### config.mk
export PLATFORM = sky130hd
export DESIGN_NAME = alu_share_arbiter
export DESIGN_NICKNAME = d
export VERILOG_FILES = /design/src/rtl/alu_pkg.sv /design/src/rtl/alu_share_arbiter_rr_arb2.sv /design/src/rtl/alu_share_arbiter.sv
export SDC_FILE = /design/constraint.sdc
export NUM_CORES = 1
export LEC_CHECK = 0
export ABC_CLOCK_PERIOD_IN_PS = 3790
export BUFFER_PORTS_ARGS = -buffer_cell sky130_fd_sc_hd__buf_2
export CORE_AREA = 8 8 156 158
export CTS_BUF_LIST = sky130_fd_sc_hd__clkbuf_8
export CTS_CLUSTER_DIAMETER = 30
export CTS_CLUSTER_SIZE = 28
export DETAILED_ROUTE_END_ITERATION = 8
export DIE_AREA = 0 0 164 166
export HOLD_SLACK_MARGIN = 0.12
export PLACE_DENSITY = 0.49
export SLEW_MARGIN = 20
export SYNTH_ARGS = -nofsm -noshare
export SYNTH_HDL_FRONTEND = slang
export SYNTH_HIERARCHICAL = 1
export SYNTH_SLANG_ARGS = --single-unit
### constraint.sdc
create_clock -name clk -period 3.79 [get_ports clk]
set_input_delay 0.758 -clock clk [delete_from_list [all_inputs] [get_ports clk]]
set_output_delay 0.758 -clock clk [all_outputs]
set_load 0.01 [all_outputs]
### src/rtl/alu_pkg.sv
// Shared types and constants for the ALU sharing arbiter: opcodes, request id width, tag record.
package alu_pkg;

    typedef enum logic [3:0] {
        ALU_ADD  = 4'd0,
        ALU_SUB  = 4'd1,
        ALU_AND  = 4'd2,
        ALU_OR   = 4'd3,
        ALU_XOR  = 4'd4,
        ALU_LT   = 4'd5,
        ALU_NONE = 4'd6,
        ALU_SHL  = 4'd7,
        ALU_SHR  = 4'd8
    } alu_op_e;

    localparam int REQ_ID_W = 1;

    typedef struct packed {
        logic                valid;
        logic                killed;
        logic [REQ_ID_W-1:0] id;
    } tag_t;

endpackage

### src/rtl/alu_share_arbiter_rr_arb2.sv
// Two-way round-robin picker; the pointer names the requester favoured on a tie.
module rr_arb2 (
    input  logic       clk,
    input  logic       reset,
    input  logic [1:0] req,
    input  logic       block,
    output logic [1:0] grant
);

    logic rr_ptr;

    // NOTE: grant gets a default before any branch so no latch is inferred.
    always_comb begin
        grant = 2'b00;
        if (!block) begin
            if (req == 2'b11)
                grant = rr_ptr ? 2'b10 : 2'b01;
            else
                grant = req;
        end
    end

    // Pointer moves to the loser: granting 0 favours 1 next time and vice versa.
    always_ff @(posedge clk or posedge reset) begin
        if (reset)
            rr_ptr <= 1'b0;
        else if (|grant)
            rr_ptr <= grant[0];
    end

endmodule

### src/rtl/alu_share_arbiter.sv
// Shares one pipelined ALU between the ID path (id 0) and the branch/address helper (id 1),
// tracking in-flight ops in a tag pipeline so each result returns to its issuer.
module alu_share_arbiter
    import alu_pkg::*;
#(
    parameter int ALU_LATENCY = 1,
    parameter int DATA_W      = 32
) (
    input  logic              clk,
    input  logic              reset,
    input  logic              req0_valid,
    output logic              req0_ready,
    input  logic [DATA_W-1:0] req0_op_a,
    input  logic [DATA_W-1:0] req0_op_b,
    input  logic [DATA_W-1:0] req0_imme,
    input  logic              req0_alusrc,
    input  logic [3:0]        req0_aluop,
    input  logic              req1_valid,
    output logic              req1_ready,
    input  logic [DATA_W-1:0] req1_op_a,
    input  logic [DATA_W-1:0] req1_op_b,
    input  logic [DATA_W-1:0] req1_imme,
    input  logic              req1_alusrc,
    input  logic [3:0]        req1_aluop,
    output logic [DATA_W-1:0] alu_read_data_1,
    output logic [DATA_W-1:0] alu_read_data_2,
    output logic [DATA_W-1:0] alu_imme,
    output logic              alu_alusrc,
    output logic [3:0]        alu_aluop,
    output logic              alu_issue,
    input  logic [DATA_W-1:0] alu_result,
    input  logic              alu_zero,
    input  logic              alu_done,
    output logic              rsp0_valid,
    output logic [DATA_W-1:0] rsp0_result,
    output logic              rsp0_zero,
    output logic              rsp1_valid,
    output logic [DATA_W-1:0] rsp1_result,
    output logic              rsp1_zero,
    input  logic              flush,
    output logic              protocol_err
);

    logic [1:0]          grant;
    logic [REQ_ID_W-1:0] grant_id;
    tag_t                tags [ALU_LATENCY];
    tag_t                last;
    logic                done_ok;

    // Reset also blocks grants so every output reads zero while reset is held.
    rr_arb2 u_arb (
        .clk   (clk),
        .reset (reset),
        .req   ({req1_valid, req0_valid}),
        .block (flush | reset),
        .grant (grant)
    );

    assign req0_ready = grant[0];
    assign req1_ready = grant[1];
    assign alu_issue  = |grant;
    assign grant_id   = grant[1];

    always_comb begin
        alu_read_data_1 = '0;
        alu_read_data_2 = '0;
        alu_imme        = '0;
        alu_alusrc      = 1'b0;
        alu_aluop       = reset ? 4'd0 : ALU_NONE;
        if (grant[0]) begin
            alu_read_data_1 = req0_op_a;
            alu_read_data_2 = req0_op_b;
            alu_imme        = req0_imme;
            alu_alusrc      = req0_alusrc;
            alu_aluop       = req0_aluop;
        end else if (grant[1]) begin
            alu_read_data_1 = req1_op_a;
            alu_read_data_2 = req1_op_b;
            alu_imme        = req1_imme;
            alu_alusrc      = req1_alusrc;
            alu_aluop       = req1_aluop;
        end
    end

    // NOTE: the tag shift register is tiny and must start empty, so every entry is reset.
    always_ff @(posedge clk or posedge reset) begin
        if (reset) begin
            for (int i = 0; i < ALU_LATENCY; i++)
                tags[i] <= '0;
        end else begin
            tags[0] <= '{valid: alu_issue, killed: flush & alu_issue, id: grant_id};
            for (int i = 1; i < ALU_LATENCY; i++)
                tags[i] <= '{valid:  tags[i-1].valid,
                             killed: tags[i-1].killed | (flush & tags[i-1].valid),
                             id:     tags[i-1].id};
        end
    end

    assign last = tags[ALU_LATENCY-1];

    // A flush in the completion cycle suppresses that completion as well.
    assign done_ok     = last.valid & ~last.killed & alu_done & ~flush;
    assign rsp0_valid  = done_ok & (last.id == 1'b0);
    assign rsp1_valid  = done_ok & (last.id == 1'b1);
    assign rsp0_result = rsp0_valid ? alu_result : '0;
    assign rsp0_zero   = rsp0_valid & alu_zero;
    assign rsp1_result = rsp1_valid ? alu_result : '0;
    assign rsp1_zero   = rsp1_valid & alu_zero;

    always_ff @(posedge clk or posedge reset) begin
        if (reset)
            protocol_err <= 1'b0;
        else if (last.valid != alu_done)
            protocol_err <= 1'b1;
    end

endmodule

==> run_results.csv, run 1 <==
group,metric,value,unit
routing,post-route-drc-count,0,
sta,final_max_slew_viol_count,0,
sta,finalHoldViolations,0,
final_layout,multiInputGateArea,1371,µm²
power,powerDensity,125.0,nW/µm²
clocking,clock_tree_from_tritoncts,"yes",
flow_run,maxCapViolations,0,
place,dp_hpwl,15640,µm
sta,setup_violations,0,
synth,netlist_instances,266,
final_layout,drive_gt1_frac,0.6600,
power,clock_power_share,0.181,
power,cellLeakagePower,2.646,nW
floorplan,die_h,166,µm
synth,synth.ff_latch_count,5,
final_layout,num-fill-cells,2556,
place,gp_congestion,0.8420,
power,p_sw_frac,0.4098,
routing,drt_first_iter_violations,167,
clocking,clock_path_buffers,2,
power,internal-power,0.3092,mW
sta,final.period_utilization,0.8758,
final_layout,final_core_util,0.1897,
clocking,cts.hold.buffers_added,0,
synth,synth.distinct_cells,22,
clocking,cts_inserted_buffers,3,
synth,combined_area_of_all_synthesized_cells,1807,µm²
place,detailed_place.area,4140,µm²
place,numPlacedInstances,934,
sta,timing.final.crit_period,3319,ps
clocking,cts_resized,0,
worst_setup_path,crit_path_end_kind,"primary output",
floorplan,core_area,22090,µm²
floorplan,dieArea,27220,µm²
final_layout,post-route-cell-area,4190,µm²
grt,grt_overflow,0,
clocking,ctsRootBufferMaster,"sky130_fd_sc_hd__clkbuf_8",
clocking,cts_sinks,5,
grt,vias_in_the_first_global_route,3823,
power,switch_pwr,0.2147,mW
grt,grt_antenna_before_repair,6,
worst_setup_path,timing.setup.critical_path_class,"in -> out",
synth,synth_warnings,6,
sta,fmaxAchievable,301.3,MHz
routing,drt.antenna.violating_nets,0,
worst_setup_path,data_arrival_critical_path,2560,ps
clocking,cts.reportedPaths.clkPinSlew,40,ps
clocking,worst_skew_pair.late_latency,220,ps
clocking,ctsHtreeMaxLevel,1,
final_layout,final_nets,895,
sta,fin_worst_hold_slack,395.2,ps
floorplan,fp-row-count,55,
sta,final.setup_skew,1.796,ps
sta,tightest_slew,987.4,ps
worst_setup_path,start_kind,"primary input",
floorplan,floorplan.io_pins,414,
sta,post_route_setup_tns,0,ps
synth,synth_seq_area_share,0.06925,
routing,route.detailed.wl_per_inst,18.98,µm
synth,syn_nets,507,
floorplan,die_x,164,µm
synth,synthesized_area_per_cell,6.792,µm²
sta,rsz0062_at_grt,"no",
routing,post_drt_via_cell_ratio,4.010,
final_layout,layout.cells.non_filler,940,
routing,routed_wirelength,17840,µm
clocking,cts_setup_buffers,0,
final_layout,layout.area.seq,125.1,µm²
worst_setup_path,critical_path_required,3030,ps
hold_path,min-delay-path-class,"in -> async",
place,io_buffer_count,413,
routing,route.vias.total,3769,
worst_setup_path,critical_path.max_fanout,87,
power,pwr-share-comb,0.701,
power,irDropWorstVdd,77.43,µV
sta,slew-limit-headroom,0.3377,
power,sequentialPowerShare,0.117,
worst_setup_path,worst-r2r-cell-count,4,
floorplan,initial_core_util,0.08179,
grt,maximum_number_of_pins_on_one_net_before_global_route_repair,89,
routing,firstDrtPassIters,4,
grt,globalRouteTotalUtil,0.1176,
outcome,status,"finished clean",
grt,grt_pass1_wl,24680,µm
final_layout,syn2layout_area_growth,131.9,%
cells in the final DEF (no fill, tap or decap), drive strengths merged, types with 2 or more instances in the layout:
master	Yosys	final
a22o	99	99
a31oi	2	2
buf	24	420
clkbuf	13	3
dfrtp	5	5
diode	0	2
inv	37	38
nand2	2	2
nand2b	2	2
nor2	2	2
nor2b	4	4
nor3	66	66
or2	3	3
worst paths after layout:
check | from | endpoint | slack (ps)
worst min-delay path | reset | u_arb/rr_ptr$_DFFE_PP0P_ | 400
worst min register to register | protocol_err$_DFFE_PP0P_ | protocol_err$_DFFE_PP0P_ | 470
min in group clk | protocol_err$_DFFE_PP0P_ | protocol_err$_DFFE_PP0P_ | 470
worst max register to register | u_arb/rr_ptr$_DFFE_PP0P_ | last[1]$_DFF_PP0_ | 2440
max in group asynchronous | reset | protocol_err$_DFFE_PP0P_ | 3200
worst max-delay path | reset | alu_read_data_2[31] | 470
registers in the layout (all words and copies together) (netlist names):
name / count
last: 3
protocol_err: 1
u_arb/rr_ptr: 1
cell type report:
class | instances | share of cell area
sequential | 5 | 0.02986
timing repair buffer | 420 | 0.5118
inverter | 38 | 0.03404
clock buffer | 3 | 0.009854
tap | 285 | 0.08510
multi-input combinational | 186 | 0.3273
antenna | 2 | 0.001194
clock inverter | 1 | 0.0008958
per-stage QoR:
stage	power, mW	setup WS [ps]
floorplan	0.2110	713.1
global placement	0.4352	416.1
detailed placement	0.4334	429.0
CTS	0.5346	411.4
global route	0.5667	341.8
finish	0.5238	470.8
cells in the mapped netlist:
cell / instances / area, µm²
sky130_fd_sc_hd__a31oi_1: 2 / 12.51
sky130_fd_sc_hd__nand2b_1: 2 / 12.51
sky130_fd_sc_hd__nor2_1: 2 / 7.510
sky130_fd_sc_hd__and2_1: 1 / 6.260
sky130_fd_sc_hd__nor2b_2: 1 / 8.760
sky130_fd_sc_hd__a22o_1: 99 / 867.1
sky130_fd_sc_hd__a21oi_1: 1 / 5.000
sky130_fd_sc_hd__buf_6: 5 / 56.30
sky130_fd_sc_hd__nand4bb_1: 1 / 11.26
sky130_fd_sc_hd__buf_4: 1 / 7.510
sky130_fd_sc_hd__buf_2: 18 / 90.09
sky130_fd_sc_hd__nor2b_1: 3 / 18.77
sky130_fd_sc_hd__inv_1: 37 / 138.9
sky130_fd_sc_hd__clkbuf_1: 13 / 48.80
sky130_fd_sc_hd__nor3_1: 66 / 330.3
sky130_fd_sc_hd__xnor2_1: 1 / 8.760
sky130_fd_sc_hd__nand2_1: 2 / 7.510
sky130_fd_sc_hd__mux2i_1: 1 / 10.01
sky130_fd_sc_hd__clkinv_1: 1 / 3.750
sky130_fd_sc_hd__or2_2: 3 / 18.77
sky130_fd_sc_hd__dfrtp_1: 5 / 125.1
sky130_fd_sc_hd__a21boi_2: 1 / 11.26
power groups by stage:
stage	sequential, mW	clock (mW)	combinational [mW]
global route	0.0621	0.103	0.402
detailed placement	0.0621	0	0.371
floorplan	0.0598	0	0.151
finish	0.0615	0.0949	0.367
CTS	0.0616	0.0988	0.374
global placement	0.0619	0	0.373
logic make-up (layout without fill, tap and decap cells):
logic type             count (synthesis)  after routing  share of synthesized area
flip-flops                             5              5                    0.06925
other                                  0              2                          0
multiplexers                           1              1                   0.005540
AO/OA/AOI/OAI                        103            103                     0.4958
AND/OR/NAND/NOR                       81             81                     0.2334
XOR/XNOR                               1              1                   0.004849
buffers and inverters                 75            462                     0.1911
routing by layer:
layer | vias to the layer above | global-route usage | share of wire
met2 | 282 | 0.2164 | 0.50
met4 | 0 | 0.02096 | 0.013
met5 | - | 0 | 0
met1 | 1695 | 0.1247 | 0.36
li1 | 1774 | - | -
met3 | 18 | 0.04536 | 0.13
critical path, cell delays in order:
cell and delay, ps:
sky130_fd_sc_hd__buf_2 110, sky130_fd_sc_hd__or2_2 310, sky130_fd_sc_hd__nor2b_2 120, sky130_fd_sc_hd__a21boi_2 270, sky130_fd_sc_hd__nor2b_4 220, sky130_fd_sc_hd__buf_12 290, sky130_fd_sc_hd__a22o_1 220, sky130_fd_sc_hd__buf_2 160
Power figures use the tool's default switching activity.
==> run 2: changes to the inputs <==
--- a/config.mk
+++ b/config.mk
@@ -5,16 +5,16 @@
 export SDC_FILE = /design/constraint.sdc
 export NUM_CORES = 1
 export LEC_CHECK = 0
-export ABC_CLOCK_PERIOD_IN_PS = 3790
+export ABC_CLOCK_PERIOD_IN_PS = 3050
 export BUFFER_PORTS_ARGS = -buffer_cell sky130_fd_sc_hd__buf_2
-export CORE_AREA = 8 8 156 158
+export CORE_AREA = 8 8 154 156
 export CTS_BUF_LIST = sky130_fd_sc_hd__clkbuf_8
 export CTS_CLUSTER_DIAMETER = 30
 export CTS_CLUSTER_SIZE = 28
 export DETAILED_ROUTE_END_ITERATION = 8
-export DIE_AREA = 0 0 164 166
+export DIE_AREA = 0 0 162 164
 export HOLD_SLACK_MARGIN = 0.12
-export PLACE_DENSITY = 0.49
+export PLACE_DENSITY = 0.51
 export SLEW_MARGIN = 20
 export SYNTH_ARGS = -nofsm -noshare
 export SYNTH_HDL_FRONTEND = slang
==> constraint.sdc (replaced) <==
create_clock -name clk -period 3.05 [get_ports clk]
set_input_delay 0.61 -clock clk [delete_from_list [all_inputs] [get_ports clk]]
set_output_delay 0.61 -clock clk [all_outputs]
set_load 0.01 [all_outputs]
==> run 2 against run 1 <==
Against the previous run: setup slack worse by 320 ps; clock power is 23% higher; sequential share of layout area is 0.088 points lower; wire length is 1.9% higher; via count is 0.56% lower; clock skew hardly changed; first-iteration DRC count is 34% higher; largest power group unchanged; highest routed layer unchanged.
==> run_results.csv, run 2 (synthesis results as in run 1) <==
group,metric,value,unit
outcome,status,"finished clean",
sta,fin_worst_hold_slack,248.4,ps
sta,setup_violations,0,
grt,grt.met2_usage,0.2138,
clocking,ctsHtreeMaxLevel,1,
sta,rsz0062_at_grt,"no",
sta,timing.final.crit_period,2896,ps
grt,grt_antenna_before_repair,7,
routing,drt_first_iter_violations,224,
flow_run,maxCapViolations,0,
routing,drt.antenna.violating_nets,0,
hold_path,min-delay-path-class,"in -> async",
routing,post_drt_via_cell_ratio,3.945,
sta,final.period_utilization,0.9494,
worst_setup_path,timing.setup.critical_path_class,"in -> out",
sta,tightest_slew,679.4,ps
worst_setup_path,crit_path_end_kind,"primary output",
worst_setup_path,path_cells,"buf_2, or2_2, nor2b_2, a21boi_2, nor2b_4, buf_12, buf_4, a22o_1, buf_2",
sta,finalHoldViolations,0,
power,clock_power_share,0.176,
routing,route.vias.total,3748,
floorplan,fp-row-count,54,
worst_setup_path,r2r_setup_slk,1570,ps
grt,global_route_hottest_layer,"met2",
power,cellLeakagePower,2.730,nW
place,dp_hpwl,16120,µm
grt,grt_pass1_wl,24700,µm
power,internal-power,0.3966,mW
power,p_sw_frac,0.4046,
worst_setup_path,critical_path_required,2440,ps
grt,globalRouteTotalUtil,0.1220,
final_layout,syn2layout_area_growth,139.0,%
grt,grt_overflow,0,
grt,vias_in_the_first_global_route,3836,
clocking,cts.reportedPaths.clkPinSlew,30,ps
floorplan,core_area,21350,µm²
worst_setup_path,worst_path_max_delay_cell,"sky130_fd_sc_hd__or2_2",
clocking,cts.hold.buffers_added,0,
worst_setup_path,start_kind,"primary input",
grt,grt_util_met1,0.1410,
floorplan,die_h,164,µm
floorplan,initial_core_util,0.08462,
clocking,cts_sinks,5,
routing,post-route-drc-count,0,
worst_setup_path,critPathMaxStageDelay,310,ps
worst_setup_path,critical_path.max_fanout,25,
sta,final.setup_skew,1.788,ps
floorplan,dieArea,26570,µm²
final_layout,final_cell_mix,"sky130_fd_sc_hd__buf_2 (413), sky130_fd_sc_hd__a22o_1 (99), sky130_fd_sc_hd__nor3_1 (66), sky130_fd_sc_hd__inv_1 (38), sky130_fd_sc_hd__buf_4 (16)",
final_layout,largest_reg_flops,3,
worst_setup_path,critPathMostFrequentCell,"sky130_fd_sc_hd__buf_2",
worst_setup_path,data_arrival_critical_path,2290,ps
clocking,cts_setup_buffers,0,
power,sequentialPowerShare,0.118,
clocking,cts_resized,0,
grt,maximum_number_of_pins_on_one_net_before_global_route_repair,36,
routing,firstDrtPassIters,4,
power,powerDensity,154.3,nW/µm²
final_layout,final_nets,909,
worst_setup_path,crit_family,"buffers and inverters",
power,irDropWorstVdd,89.08,µV
clocking,cts_inserted_buffers,3,
worst_setup_path,crit_path_buffers_inverters,4,
grt,grt_use_met3,0.05213,
routing,route.detailed.wl_per_inst,19.15,µm
clocking,clock_tree_from_tritoncts,"yes",
floorplan,die_x,162,µm
sta,slew-limit-headroom,0.5471,
final_layout,mostFrequentLayoutCell,"sky130_fd_sc_hd__buf_2",
power,pwr-share-comb,0.706,
final_layout,num-fill-cells,2439,
clocking,worst_skew_pair.late_latency,220,ps
sta,fmaxAchievable,345.3,MHz
power,switch_pwr,0.2695,mW
power,report.power.total,0.6662,mW
place,io_buffer_count,413,
sta,final_max_slew_viol_count,0,
clocking,ctsRootBufferMaster,"sky130_fd_sc_hd__clkbuf_8",
routing,routed_wirelength,18190,µm
clocking,clock_path_buffers,2,
place,gp_congestion,0.8305,
floorplan,floorplan.io_pins,414,
sta,post_route_setup_tns,0,ps
final_layout,drive_gt1_frac,0.6672,
## run 2: cell count changes in the layout (fill, tap and decap cells not counted), sizes merged
cell / change
diode: +1
buf: +14
## run 2: per-layer routing
| metal | vias up | routed length (µm) |
|---|---|---|
| met2 | 265 | 8755 |
| met5 | - | 0 |
| met1 | 1663 | 6969 |
| met4 | 0 | 116 |
| li1 | 1808 | - |
| met3 | 12 | 2346 |
## run 2: per-stage QoR
| stage | utilization | setup slack, ps | area [µm²] | std cells |
|---|---|---|---|---|
| floorplan | - | 269.1 | 1807 | 266 |
| global placement | 0.1998 | 146.8 | 4265 | 943 |
| detailed placement | 0.1998 | 118.4 | 4265 | 943 |
| CTS | 0.2019 | 105.7 | 4310 | 947 |
| global route | 0.2019 | 27.32 | 4310 | 947 |
| finish | 0.2022 | 154.2 | 4318 | 950 |
## run 2: final timing paths
| path | startpoint | endpoint | depth (start not counted) |
|---|---|---|---|
| min reg2reg | protocol_err$_DFFE_PP0P_ | protocol_err$_DFFE_PP0P_ | 1 |
| max reg2reg | u_arb/rr_ptr$_DFFE_PP0P_ | last[1]$_DFF_PP0_ | 5 |
| min in group clk | protocol_err$_DFFE_PP0P_ | protocol_err$_DFFE_PP0P_ | 1 |
| max | reset | alu_read_data_2[3] | 9 |
| max in group asynchronous | reset | protocol_err$_DFFE_PP0P_ | 2 |
| min | reset | u_arb/rr_ptr$_DFFE_PP0P_ | 2 |
## run 2: area by class of cell
type	instances	area, µm²	area share
Timing Repair Buffer	434	2287	0.5297
Clock inverter	1	3.754	0.0008693
Sequential cell	5	125.1	0.02898
Tap cell	280	350.3	0.08114
Clock buffer	3	41.29	0.009562
Inverter	38	142.6	0.03303
Multi-Input combinational cell	186	1360	0.3150
Antenna cell	3	7.507	0.001739
## run 2: power by group through the flow
stage / clock network (mW) / registers (mW) / logic, mW
floorplan: 0 / 0.0744 / 0.188
global placement: 0 / 0.0797 / 0.477
detailed placement: 0 / 0.0800 / 0.473
CTS: 0.122 / 0.0791 / 0.477
global route: 0.126 / 0.0799 / 0.514
finish: 0.117 / 0.0789 / 0.470
## run 2: worst register-to-register path, cell delays in order, from the launching register on
cell and delay [ps]:
sky130_fd_sc_hd__dfrtp_1 420, sky130_fd_sc_hd__a21oi_4 110, sky130_fd_sc_hd__buf_12 180, sky130_fd_sc_hd__buf_4 180, sky130_fd_sc_hd__or2_2 310, sky130_fd_sc_hd__and2_1 160
